<file path="config.mk">
export PLATFORM = sky130hd
export DESIGN_NAME = eth_frame_launcher
export DESIGN_NICKNAME = d
export VERILOG_FILES = /design/src/rtl/eth_frame_launcher.sv
export SDC_FILE = /design/constraint.sdc
export NUM_CORES = 1
export LEC_CHECK = 0
export BUFFER_PORTS_ARGS = -buffer_cell sky130_fd_sc_hd__buf_2
export CAP_MARGIN = 20
export CORE_ASPECT_RATIO = 0.6
export CORE_MARGIN = 3
export CORE_UTILIZATION = 27
export CTS_BUF_LIST = sky130_fd_sc_hd__clkbuf_8
export DETAILED_ROUTE_END_ITERATION = 6
export HOLD_SLACK_MARGIN = 0.08
export MAX_ROUTING_LAYER = met4
export PLACE_DENSITY_LB_ADDON = 0.25
export REMOVE_ABC_BUFFERS = 1
export SLEW_MARGIN = 20
export SYNTH_ARGS = -nofsm -noshare
export SYNTH_HDL_FRONTEND = slang
export SYNTH_SLANG_ARGS = --single-unit
</file>
<file path="constraint.sdc">
create_clock -name clk -period 2.21 [get_ports clk]
set_clock_uncertainty 0.2 [all_clocks]
set_input_delay 0.442 -clock clk [delete_from_list [all_inputs] [get_ports clk]]
set_output_delay 0.442 -clock clk [all_outputs]
set_load 0.01 [all_outputs]
</file>
<file path="src/rtl/eth_frame_launcher.sv">
`default_nettype none
// ============================================================================
// Module      : eth_frame_launcher
// Description : Writes the 14-byte Ethernet header into the eth BRAM, waits for
//               eth_tx2 to go idle, then issues a start strobe with a clamped
//               frame length. Counts requests dropped while busy.
//               Optional macro ETH_FRAME_LAUNCHER_SEQ_EN replaces header bytes
//               10..11 with a 16-bit frame sequence number.
// Revision    : 1.0 - initial release
// ============================================================================
module eth_frame_launcher #(
    parameter logic [47:0] DST_MAC       = 48'hFFFF_FFFF_FFFF,
    parameter logic [47:0] SRC_MAC       = 48'h0200_0000_0001,
    parameter logic [15:0] ETHERTYPE     = 16'h88B5,
    parameter int          MIN_LEN       = 60,
    parameter int          MAX_LEN       = 1024,
    parameter int          START_TIMEOUT = 255
) (
    input  logic        clk,
    input  logic        rst,
    input  logic        req_stb,
    input  logic [10:0] req_len,
    output logic        busy,
    output logic        done_stb,
    output logic        bram_wr_en,
    output logic [9:0]  bram_wr_addr,
    output logic [7:0]  bram_wr_data,
    output logic        tx_start_stb,
    output logic [10:0] tx_len,
    input  logic        tx_busy,
    output logic [7:0]  drop_cnt
);

    localparam int               c_TMO_W    = (START_TIMEOUT > 1) ? $clog2(START_TIMEOUT) : 1;
    localparam logic [c_TMO_W-1:0] c_TMO_LAST = c_TMO_W'(START_TIMEOUT - 1);
    localparam logic [3:0]       c_HDR_LAST = 4'd13;
    localparam logic [10:0]      c_MIN_LEN  = 11'(MIN_LEN);
    localparam logic [10:0]      c_MAX_LEN  = 11'(MAX_LEN);

    typedef enum logic [2:0] {
        S_IDLE      = 3'd0,
        S_HDR       = 3'd1,
        S_WAIT_IDLE = 3'd2,
        S_START     = 3'd3,
        S_WAIT_BUSY = 3'd4
    } state_t;

    state_t               r_state_q,   w_state_d;
    logic [3:0]           r_idx_q,     w_idx_d;
    logic [10:0]          r_len_q,     w_len_d;
    logic [c_TMO_W-1:0]   r_tmo_q,     w_tmo_d;
    logic                 r_busy_q,    w_busy_d;
    logic                 r_done_q,    w_done_d;
    logic                 r_wr_en_q,   w_wr_en_d;
    logic [9:0]           r_wr_addr_q, w_wr_addr_d;
    logic [7:0]           r_wr_data_q, w_wr_data_d;
    logic                 r_start_q,   w_start_d;
    logic [10:0]          r_tx_len_q,  w_tx_len_d;
    logic [7:0]           r_drop_q,    w_drop_d;

    logic [111:0]         w_hdr;
    logic [3:0]           w_hdr_idx;
    logic [7:0]           w_hdr_byte;
    logic [10:0]          w_len_clamped;
    logic                 w_accept;
    logic                 w_drop;

`ifdef ETH_FRAME_LAUNCHER_SEQ_EN
    logic [15:0]          r_seq_q, w_seq_d;
    assign w_hdr = {DST_MAC, SRC_MAC[47:16], r_seq_q, ETHERTYPE};
`else
    assign w_hdr = {DST_MAC, SRC_MAC, ETHERTYPE};
`endif

    // Byte to present on the next write: 0 when launching, else the following index.
    assign w_hdr_idx  = (r_state_q == S_HDR && r_idx_q != c_HDR_LAST) ? r_idx_q + 4'd1 : 4'd0;
    assign w_hdr_byte = w_hdr[7'd104 - {w_hdr_idx, 3'b000} +: 8];

    // A request coinciding with done_stb is refused even though busy is already low.
    assign w_accept = req_stb && (r_state_q == S_IDLE) && !r_done_q;
    assign w_drop   = req_stb && !w_accept;

    always_comb begin
        if (req_len > c_MAX_LEN) begin
            w_len_clamped = c_MAX_LEN;
        end else if (req_len < c_MIN_LEN) begin
            w_len_clamped = c_MIN_LEN;
        end else begin
            w_len_clamped = req_len;
        end
    end

    always_comb begin
        w_state_d   = r_state_q;
        w_idx_d     = r_idx_q;
        w_len_d     = r_len_q;
        w_tmo_d     = r_tmo_q;
        w_done_d    = 1'b0;
        w_wr_en_d   = 1'b0;
        w_wr_addr_d = 10'd0;
        w_wr_data_d = 8'd0;
        w_start_d   = 1'b0;
        w_tx_len_d  = r_tx_len_q;
        w_drop_d    = (w_drop && r_drop_q != 8'hFF) ? r_drop_q + 8'd1 : r_drop_q;
`ifdef ETH_FRAME_LAUNCHER_SEQ_EN
        w_seq_d     = r_seq_q;
`endif
        case (r_state_q)
            S_IDLE: begin
                if (w_accept) begin
                    w_state_d   = S_HDR;
                    w_idx_d     = 4'd0;
                    w_len_d     = w_len_clamped;
                    w_wr_en_d   = 1'b1;
                    w_wr_addr_d = 10'd0;
                    w_wr_data_d = w_hdr_byte;
                end
            end
            S_HDR: begin
                if (r_idx_q == c_HDR_LAST) begin
                    w_state_d = S_WAIT_IDLE;
                end else begin
                    w_idx_d     = w_hdr_idx;
                    w_wr_en_d   = 1'b1;
                    w_wr_addr_d = {6'd0, w_hdr_idx};
                    w_wr_data_d = w_hdr_byte;
                end
            end
            S_WAIT_IDLE: begin
                if (!tx_busy) begin
                    w_state_d  = S_START;
                    w_start_d  = 1'b1;
                    w_tx_len_d = r_len_q;
`ifdef ETH_FRAME_LAUNCHER_SEQ_EN
                    w_seq_d    = r_seq_q + 16'd1;
`endif
                end
            end
            S_START: begin
                w_state_d = S_WAIT_BUSY;
                w_tmo_d   = '0;
            end
            S_WAIT_BUSY: begin
                // A missing tx_busy acknowledgement is tolerated, not flagged.
                if (tx_busy || r_tmo_q == c_TMO_LAST) begin
                    w_state_d = S_IDLE;
                    w_done_d  = 1'b1;
                end else begin
                    w_tmo_d = r_tmo_q + c_TMO_W'(1);
                end
            end
            default: begin
                w_state_d = S_IDLE;
            end
        endcase
        w_busy_d = (w_state_d != S_IDLE);
    end

    always_ff @(posedge clk) begin
        if (rst) begin
            r_state_q   <= S_IDLE;
            r_idx_q     <= 4'd0;
            r_len_q     <= 11'd0;
            r_tmo_q     <= '0;
            r_busy_q    <= 1'b0;
            r_done_q    <= 1'b0;
            r_wr_en_q   <= 1'b0;
            r_wr_addr_q <= 10'd0;
            r_wr_data_q <= 8'd0;
            r_start_q   <= 1'b0;
            r_tx_len_q  <= 11'd0;
            r_drop_q    <= 8'd0;
        end else begin
            r_state_q   <= w_state_d;
            r_idx_q     <= w_idx_d;
            r_len_q     <= w_len_d;
            r_tmo_q     <= w_tmo_d;
            r_busy_q    <= w_busy_d;
            r_done_q    <= w_done_d;
            r_wr_en_q   <= w_wr_en_d;
            r_wr_addr_q <= w_wr_addr_d;
            r_wr_data_q <= w_wr_data_d;
            r_start_q   <= w_start_d;
            r_tx_len_q  <= w_tx_len_d;
            r_drop_q    <= w_drop_d;
        end
    end

`ifdef ETH_FRAME_LAUNCHER_SEQ_EN
    always_ff @(posedge clk) begin
        if (rst) begin
            r_seq_q <= 16'd0;
        end else begin
            r_seq_q <= w_seq_d;
        end
    end
`endif

    assign busy         = r_busy_q;
    assign done_stb     = r_done_q;
    assign bram_wr_en   = r_wr_en_q;
    assign bram_wr_addr = r_wr_addr_q;
    assign bram_wr_data = r_wr_data_q;
    assign tx_start_stb = r_start_q;
    assign tx_len       = r_tx_len_q;
    assign drop_cnt     = r_drop_q;

endmodule
`default_nettype wire

</file>
==> results.env <==
RUN_STATUS='finished clean'
CRITICAL_PATH.CELL_CHAIN='or3b_4, nor3_2, ha_2, inv_1, ha_4, nand2_1, nor4_2, o21a_1'
POSTSYNTHREGISTERBITS=59
SYNTH.DISTINCT_CELLS=46
NUMBER_OF_ENABLE_TYPE_REGISTER_CELLS_IN_THE_SYNTHESIZED_NETLIST=0
DRT-TOTAL-WL_MM=6.367
HOLD_WS_NS=0.1652
CP-END-KIND='flip-flop'
DESIGN_POWER_TOTAL_W=0.002354
CLOCK_PATH_BUFFERS=2
PERIOD_MINUS_SLACK_NS=2.123
SYN-MEAN-INSTANCE-AREA_UM2=8.527
SEQ_POWER_SHARE_PCT=47.0
CELL_AT_THE_ROOT_OF_THE_CLOCK_TREE='sky130_fd_sc_hd__clkbuf_8'
HOLD_BUFFERS=0
FMAX_MHz=471.0
DRV_SLEW=0
FINAL-SETUP-VIOL-COUNT=0
YS_TOP_CELLS_BY_AREA='sky130_fd_sc_hd__dfxtp_1 (46%), sky130_fd_sc_hd__nand2_1 (6.8%), sky130_fd_sc_hd__a21oi_1 (5.4%)'
DRTANTENNAVIOLNETS=0
POWER.SWITCHING_W=0.0005394
FP.DIEH_UM=81.78
GRT_MAX_DEGREE=17
PATH_BUF_INV=1
NUMBER_OF_GLOBAL_ROUTE_VIAS_BEFORE_REPAIR=2081
CTS_INSERTED_BUFFERS=9
FINAL-SEQ-AREA_MM2=0.001182
DIE_X_UM=132.3
TOTAL_GR_OVERFLOW=0
ANTENNA_CELLS_INSERTED=0
FIN_SETUP_TNS_NS=0
INITIAL_UTILIZATION_PCT=28.99
ASYNCSETRESETFLOPFRACSYNTH_PCT=0
SYNTHESIS.INSTANCES=303
CPMAXSTAGEDELAYCELL='sky130_fd_sc_hd__or3b_4'
FP.COREAREA_MM2=0.008914
SYNTH-WARNING-COUNT=0
GRT_ANTENNA_BEFORE_REPAIR=0
CRITICAL_PATH_REQUIRED_NS=2.30
MAX_CAP_VIOLATIONS=0
NUM-FILL-CELLS=945
DIE_AREA_MM2=0.01082
IO_BUFFER_COUNT=49
MAPPED_AREA_MM2=0.002584
CRITPATHMAXFANOUT=5
VIA_COUNT=2286
PWR-SHARE-COMB_PCT=8.6
WORST_IR_DROP_VDD_mV=0.2452
POWER_REPORT.INTERNAL_TOTAL_W=0.001814
CTS.SINK_COUNT=59
NUMBER_OF_I_O_PINS=56
RR_ENDPOINT='bram_wr_data[5]'
HP-START='req_len[1]'
CRIT_PATH_START_KIND='flip-flop'
CRIT_PATH_MAX_INCR_DELAY_NS=0.40
ROW_COUNT=26
POWER_PER_CELL_AREA_mW_PER_MM2=696.5
TOP_CELL_FAMILY_BY_DELAY_ON_THE_CRITICAL_PATH='simple AND/OR/NAND/NOR gates'
CELLLEAKAGEPOWER_nW=1.409
HOLD_CLASS='in2reg'
SW_FRAC_OF_TOTAL_PCT=22.92
WORST_SKEW_PAIR.LATE_LATENCY_NS=0.34
DRT_DRC_VIOLATIONS_LEFT=0
GROUTE.USAGE.OVERALL_PCT=12.55
MIN_PERIOD_OVER_PERIOD_PCT=96.07
FINAL-HOLD-VIOLATION-COUNT=0
SYNTH_TOP_FLOP_CELL='sky130_fd_sc_hd__dfxtp_1'
ROUTE.DETAILED.WL_PER_INST_UM=12.53
HOLDPATHSTAGES=2
CTS.CLK_SLEW.WORST_PATHS_NS=0.07
HPWLAFTERDP_MM=4.667
YOSYS.AREA.TOP_TYPE_SHARE_PCT=45.71
FINAL_UTIL_PCT=37.91
MULTI_INPUT_COMB_AREA_MM2=0.001323
AREA.GROWTH.SYNTH_TO_FINAL_PCT=30.80
DRT_PRE_ANTENNA_ITERS=4
REG2REG_SLACK_NS=0.09
FF2FF_PATH_DEPTH=8
HTREE_LEVELS=3
GLOBAL_PLACER_S_FINAL_WEIGHTED_CONGESTION=0.8137
RELATIVE_CONTRIBUTION_OF_THE_CLOCK_NETWORK_TO_TOTAL_POWER_PCT=44.4
POST_LAYOUT_NET_COUNT=400
SYNTH_AREA_LEADER='sky130_fd_sc_hd__dfxtp_1'
FIRST_PASS_GRT_WIRE_LENGTH_MM=10.21
SETUP.WORST_PATH.CLASS='reg2reg'
CRIT-REG2REG-LAUNCH='r_state_q[2]'
SYNTH.YOSYS.SEQ_AREA_SHARE_PCT=45.71
VIAS_PER_CELL=4.500
CTS_TREE='built'
WORST_EP_ARRIVAL_TIME_NS=2.21
LAYOUT-DRIVE-GT1-SHARE_PCT=28.53
HOLDPATHEND='r_len_q[1]'
DRT-INITIAL-DRC-COUNT=88
[synth_stat cells, drive strengths merged, types with 2 or more instances]
cell type,instances
buf,10
nor3,16
nand3b,7
mux2,2
nor2b,2
o211ai,4
nand2,47
nand4,5
and2,2
a21oi,28
nor2,27
o21ai,5
inv,9
mux2i,5
or3,6
dfxtp,59
a211oi,4
ha,7
and3,4
nor4,2
xor2,6
or4,3
nand2b,2
o21a,3
clkbuf,10
o41a,2
a32o,2
nand3,9
o2bb2ai,3
nor3b,2
[power groups by stage]
| stage | clock network (W) | logic, W | registers [W] |
|---|---|---|---|
| floorplan | 0 | 0.0000747 | 0.00114 |
| detailed placement | 0 | 0.000197 | 0.00113 |
| global route | 0.00114 | 0.000221 | 0.00111 |
| CTS | 0.00109 | 0.000198 | 0.00111 |
| finish | 0.00105 | 0.000202 | 0.00111 |
| global placement | 0 | 0.000198 | 0.00113 |
[worst max path at each step]
stage | cells after the start | endpoint | from | slack (ns)
2_1_floorplan | 8 | bram_wr_data[5] | r_state_q[0] | -0.14
3_3_place_gp | 5 | r_len_q[3] | req_len[9] | -0.01
3_5_place_dp | 5 | r_len_q[2] | req_len[9] | -0.05
4_1_cts | 6 | bram_wr_data[6] | r_state_q[2] | 0.008
5_1_grt | 8 | bram_wr_data[5] | r_state_q[2] | -0.01
6_report | 8 | bram_wr_data[5] | r_state_q[2] | 0.09
[sequential cells by signal, summed over array words and instances, names as in the netlist]
register / cells
r_tmo_q: 8
bram_wr_data: 6
bram_wr_addr: 4
tx_len: 11
bram_wr_en: 1
drop_cnt: 8
r_idx_q: 4
tx_start_stb: 1
busy: 1
r_len_q: 11
done_stb: 1
r_state_q: 3
[cell type report]
class / instances / area share [%]
Tap cell: 126 / 4.665
Inverter: 9 / 0.9996
Timing Repair Buffer: 79 / 13.92
Multi-Input combinational cell: 220 / 39.13
Clock buffer: 13 / 5.294
Clock inverter: 2 / 0.9996
Sequential cell: 59 / 34.99
[stage by stage]
step / std cells / cell area (µm²) / setup slack, ns
floorplan: 288 / 2496 / -0.1433
global placement: 492 / 3117 / -0.01462
detailed placement: 492 / 3117 / -0.05156
CTS: 507 / 3329 / 0.007562
global route: 508 / 3379 / -0.009755
finish: 508 / 3379 / 0.08696
[metal layers]
layer / routed length, µm / up-vias / global-route usage [%]
li1: - / 1193 / -
met4: 86 / 0 / 4.668
met5: 0 / - / -
met2: 2397 / 54 / 15.90
met3: 378 / 9 / 5.386
met1: 3505 / 1030 / 17.30
[cell usage in the layout (no fill, tap or decap), drive strengths merged, types with 5 or more instances in the layout]
cell type  synthesis  final
nor2              27     27
nor3              16     16
nand2             47     47
buf               10     79
o21ai              5      5
mux2i              5      5
ha                 7      7
conb               1      6
a21oi             28     28
nand3b             7      7
nand4              5      5
xor2               6      6
clkbuf            10     13
dfxtp             59     59
or3                6      6
inv                9     10
nand3              9      9
[cell families (layout without fill, tap and decap cells)]
logic type,count (synthesis),after routing,share of synthesized area [%]
compound gates,55,55,13.46
fa+ha+maj,7,7,3.390
simple gates,138,138,26.68
flops,59,59,45.71
xor+xnor,7,7,2.373
buf+inv,29,103,5.424
other cells,1,6,0.1451
mux,7,7,2.809
[what timing repair did]
item	in CTS	in global routing
resized for setup	0	9
buffers inserted	0	1
setup endpoints to repair	0	7
Note: power is estimated with default switching activity, not from simulation.
